`config.mk`:
```
export PLATFORM = sky130hd
export DESIGN_NAME = control_unit
export DESIGN_NICKNAME = d
export VERILOG_FILES = /design/src/rtl/control_unit.sv
export SDC_FILE = /design/constraint.sdc
export NUM_CORES = 1
export LEC_CHECK = 0
export BUFFER_PORTS_ARGS = -buffer_cell sky130_fd_sc_hd__buf_4
export CAP_MARGIN = 15
export CELL_PAD_IN_SITES_DETAIL_PLACEMENT = 1
export CELL_PAD_IN_SITES_GLOBAL_PLACEMENT = 2
export CORE_MARGIN = 4
export CORE_UTILIZATION = 34
export CTS_CLUSTER_SIZE = 20
export DETAILED_ROUTE_END_ITERATION = 8
export GPL_ROUTABILITY_DRIVEN = 1
export MAX_ROUTING_LAYER = met4
export PLACE_DENSITY_LB_ADDON = 0.1
export RECOVER_POWER = 100
export SETUP_SLACK_MARGIN = 0.2
export SYNTH_ARGS = -nofsm -noshare
export SYNTH_HDL_FRONTEND = slang
export SYNTH_SLANG_ARGS = --single-unit
```
`constraint.sdc`:
```
create_clock -name clk -period 4.17 [get_ports clk]
set_input_delay 0.6255 -clock clk [delete_from_list [all_inputs] [get_ports clk]]
set_output_delay 0.6255 -clock clk [all_outputs]
set_load 0.01 [all_outputs]
```
`src/rtl/control_unit.sv`:
```
// Instruction sequencer for the X/Y/Z datapath: expands one instruction per start
// pulse into registered Tx/Ty/Tz/sel_ula command cycles with a busy/done/err handshake.
module control_unit (
  input  logic       clk,
  input  logic       rst,
  input  logic       start,
  input  logic [3:0] instr,
  input  logic [1:0] count,
  output logic [3:0] Tx,
  output logic [3:0] Ty,
  output logic [3:0] Tz,
  output logic [1:0] sel_ula,
  output logic       busy,
  output logic       done,
  output logic       err
);

  localparam logic [3:0] HOLD   = 4'b0000;
  localparam logic [3:0] LOAD   = 4'b0001;
  localparam logic [3:0] SHIFTR = 4'b0010;
  localparam logic [3:0] SHIFTL = 4'b0011;
  localparam logic [3:0] CLEAR  = 4'b0100;

  localparam logic [1:0] ULA_ADD   = 2'b00;
  localparam logic [1:0] ULA_SUB   = 2'b01;
  localparam logic [1:0] ULA_PASSX = 2'b10;
  localparam logic [1:0] ULA_PASSZ = 2'b11;

  localparam logic [3:0] OP_NOP = 4'b0000;
  localparam logic [3:0] OP_LDX = 4'b0001;
  localparam logic [3:0] OP_LDY = 4'b0010;
  localparam logic [3:0] OP_ADD = 4'b0011;
  localparam logic [3:0] OP_SUB = 4'b0100;
  localparam logic [3:0] OP_SHL = 4'b0101;
  localparam logic [3:0] OP_SHR = 4'b0110;
  localparam logic [3:0] OP_ACC = 4'b0111;
  localparam logic [3:0] OP_CLR = 4'b1000;

  typedef enum logic [1:0] {IDLE, EXEC, STEP2, FIN} state_t;

  state_t     state, next_state;
  logic [3:0] op;
  logic [1:0] rep, next_rep;
  logic [3:0] tx_n, ty_n, tz_n;
  logic [1:0] sel_n;
  logic       busy_n, done_n, err_n;

  // Outputs are registered from the current state, so each command appears one
  // cycle after the state that requests it and is cleared asynchronously by rst.
  always_ff @(posedge clk or posedge rst) begin
    if (rst) begin
      state   <= IDLE;
      op      <= OP_NOP;
      rep     <= 2'd0;
      Tx      <= HOLD;
      Ty      <= HOLD;
      Tz      <= HOLD;
      sel_ula <= ULA_ADD;
      busy    <= 1'b0;
      done    <= 1'b0;
      err     <= 1'b0;
    end else begin
      state   <= next_state;
      rep     <= next_rep;
      if (state == IDLE && start)
        op <= instr;
      Tx      <= tx_n;
      Ty      <= ty_n;
      Tz      <= tz_n;
      sel_ula <= sel_n;
      busy    <= busy_n;
      done    <= done_n;
      err     <= err_n;
    end
  end

  always_comb begin
    next_state = state;
    next_rep   = rep;
    tx_n       = HOLD;
    ty_n       = HOLD;
    tz_n       = HOLD;
    sel_n      = ULA_ADD;
    busy_n     = 1'b0;
    done_n     = 1'b0;
    err_n      = 1'b0;

    case (state)
      IDLE: begin
        if (start) begin
          next_rep   = count;
          next_state = EXEC;
        end
      end

      EXEC: begin
        busy_n = 1'b1;
        case (op)
          OP_LDX: tx_n = LOAD;
          OP_LDY: begin sel_n = ULA_PASSX; ty_n = LOAD; end
          OP_ADD: begin sel_n = ULA_ADD;   ty_n = LOAD; end
          OP_SUB: begin sel_n = ULA_SUB;   ty_n = LOAD; end
          OP_SHL: ty_n = SHIFTL;
          OP_SHR: ty_n = SHIFTR;
          OP_ACC: begin sel_n = ULA_ADD;   tz_n = LOAD; end
          OP_CLR: begin tx_n = CLEAR; ty_n = CLEAR; tz_n = CLEAR; end
          default: ;
        endcase

        // Shifts linger here so the same command repeats count+1 times.
        if ((op == OP_SHL || op == OP_SHR) && rep != 2'd0)
          next_rep = rep - 2'd1;
        else if (op == OP_ACC)
          next_state = STEP2;
        else
          next_state = FIN;
      end

      STEP2: begin
        busy_n     = 1'b1;
        sel_n      = ULA_PASSZ;
        ty_n       = LOAD;
        next_state = FIN;
      end

      FIN: begin
        busy_n     = 1'b1;
        done_n     = 1'b1;
        err_n      = (op > OP_CLR);
        next_state = IDLE;
      end

      default: next_state = IDLE;
    endcase
  end

endmodule

```
==> results.cfg <==
[power]
peakVddDrop_uv = 259.8
power.density_mw_per_mm2 = 688.8
leakage_nw = 0.5114
power_uw = 758.4

[setup_path]
path_delay_family = simple AND/OR/NAND/NOR gates
crit_required_ps = 4370
arrival_ps = 2120
cp_cell_sequence = inv_1, ha_1, nand3b_1, nor3_1, nor2_1, mux2_2
crit_buf_inv = 1
cp_slowest_cell = dfrtp_1
worstPathMaxFanout = 6
critPathLaunchType = register
end_kind = register
cp_slowest_stage_delay_ps = 440
setup.worst_path.class = register to register

[clock_tree]
post_cts_buffers = 0
cts.sinks = 19
ctsResizeCount = 0
cts_buffers = 3
clockBufferDepth = 2
cts_hold_buf = 0
tritoncts = yes
clockRootBuffer = clkbuf_4
clkTransAtPathRegs_ps = 120
insertion_delay_ps = 300
htree_num_levels = 1

[grt]
overflow = 0
grt_pass1_vias = 681
grt_pass1_wl_mm = 3.387
grt_max_degree = 20
antenna_found_initial = 0
grt_use_total = 0.1143

[finish]
syn_to_final_growth_pct = 8.777
antennaDiodeCount = 0
final_cell_mix = 19 x dfrtp_1, 12 x clkbuf_1, 11 x nor2_1
fin_cells = 142
fin_area_sq_mm = 0.001101
nFillCells = 327
nets = 127
drive_gt1_frac = 0.1712
final_common_cell = dfrtp_1

[logic_synthesis]
async_flop_share = 1.000
yosys_warnings = 0
netlist_instances = 92
synth_top_area_frac = 0.4697
postSynthAreaPerCell_sq_um = 11.00
synth_edf_count = 0
ys_top_cells_by_area = dfrtp_1 47%, ha_1 7.4%, buf_4 5.9%
ys_ff_latch = 19
synth-main-ff-cell = dfrtp_1
ys_types = 32
yosysTopAreaCell = dfrtp_1
syn_area_sq_mm = 0.001012
yosysSeqAreaShare = 0.4697

[sta]
tns_ps = 0
hold_viol = 0
drv_slew = 0
max_slew_margin = 0.5149
period_share = 0.4607
fin_hold_ws_ps = 432.4
worst_pin_slew_ps = 726.8
rsz0062_at_grt = false
min_period_ps = 1921
max_freq_mhz = 520.5
skew_ps = 0.8847
finalSetupViolCount = 0

[placed_design]
post-place-cells = 138
place_area_sq_mm = 0.001145
gp_congestion = 0.7699
io_buffers = 20
post-dp-hpwl_mm = 1.472

[die]
row_count = 19
initial_core_util = 0.3608
die_h_microns = 62.56
pin_count = 26
die_area_sq_mm = 0.003914
core_sq_mm = 0.002805
fp.dieW_microns = 62.56

[outcome]
status = finished clean

[route]
routed_wl_mm = 1.923
wire_per_inst_microns = 13.54
route.detailed.drc = 0
firstDrtPassIters = 3
drtIter0Drc = 14
viasPerCell = 4.768
via_count = 677
drtAntennaViolNets = 0

[job]
maxCapViolCount = 0

[worst_hold_path]
min_path_type = input port to asynchronous set/reset pin
[power by group]
group / internal (mW) / total (mW) / switching, mW / leakage [nW]
clock: 0.0366 / 0.0990 / 0.0625 / 0.0139
combinational: 0.163 / 0.337 / 0.174 / 0.255
sequential: 0.247 / 0.323 / 0.0753 / 0.243
[layer usage]
layer  wire (microns)  share of wire  vias up  track usage
li1                 -              -      334            -
met2              800           0.42       19       0.1585
met3              124          0.064        5      0.03237
met4               45          0.023        0      0.06612
met1              952           0.50      319       0.1478
met5                0              0        -            -
[worst paths after layout]
| kind | startpoint | end | slack [ps] | cells after the start |
|---|---|---|---|---|
| worst max-delay path | state[1]$_DFFE_PP0P_ | state[1]$_DFFE_PP0P_ | 2250 | 6 |
| worst min-delay path | rst | Tx[0]$_DFF_PP0_ | 430 | 2 |
| worst max register to register | state[1]$_DFFE_PP0P_ | state[1]$_DFFE_PP0P_ | 2250 | 6 |
| worst min register to register | rep[1]$_DFFE_PP0P_ | rep[1]$_DFFE_PP0P_ | 540 | 2 |
| max in group asynchronous | rst | state[1]$_DFFE_PP0P_ | 3280 | 2 |
| min in group clk | rep[1]$_DFFE_PP0P_ | rep[1]$_DFFE_PP0P_ | 540 | 2 |
[cell usage after synthesis, drive strengths merged (2+ instances only)]
cell    n
mux2    5
nor3    3
and3    2
inv     8
buf     9
dfrtp  19
xnor2   2
ha      6
nor2   11
nand2   4
a21oi   5
nor2b   2
[area by class of cell]
| class | instances | area [sq um] | area share |
|---|---|---|---|
| sequential | 19 | 475.5 | 0.4318 |
| tap | 31 | 38.79 | 0.03523 |
| timing repair buffer | 20 | 105.1 | 0.09545 |
| multi-input combinational | 60 | 421.7 | 0.3830 |
| inverter | 8 | 30.03 | 0.02727 |
| clock inverter | 1 | 7.507 | 0.006818 |
| clock buffer | 3 | 22.52 | 0.02045 |
[state kept, by name, summed over array words and instances (netlist names)]
register  flops
op            4
Ty            3
Tx            2
rep           2
sel_ula       2
state         2
Tz            1
busy          1
done          1
err           1
[logic make-up (layout without fill, tap and decap cells)]
logic type | after synthesis | after routing | synth area share
simple gates | 29 | 29 | 0.1656
other cells | 1 | 5 | 0.003705
compound gates | 11 | 11 | 0.07664
fa+ha+maj | 6 | 6 | 0.07416
mux | 6 | 6 | 0.06551
xor+xnor | 3 | 3 | 0.04451
buf+inv | 17 | 32 | 0.1001
flops | 19 | 19 | 0.4697
[stage by stage]
| step | utilization | worst slack, ps |
|---|---|---|
| 2_1_floorplan | - | 2536 |
| 3_3_place_gp | 0.4081 | 2448 |
| 3_5_place_dp | 0.4081 | 2380 |
| 4_1_cts | 0.4188 | 2341 |
| 5_1_grt | 0.3925 | 1946 |
| 6_report | 0.3925 | 2249 |
(Power assumes the default switching activity.)
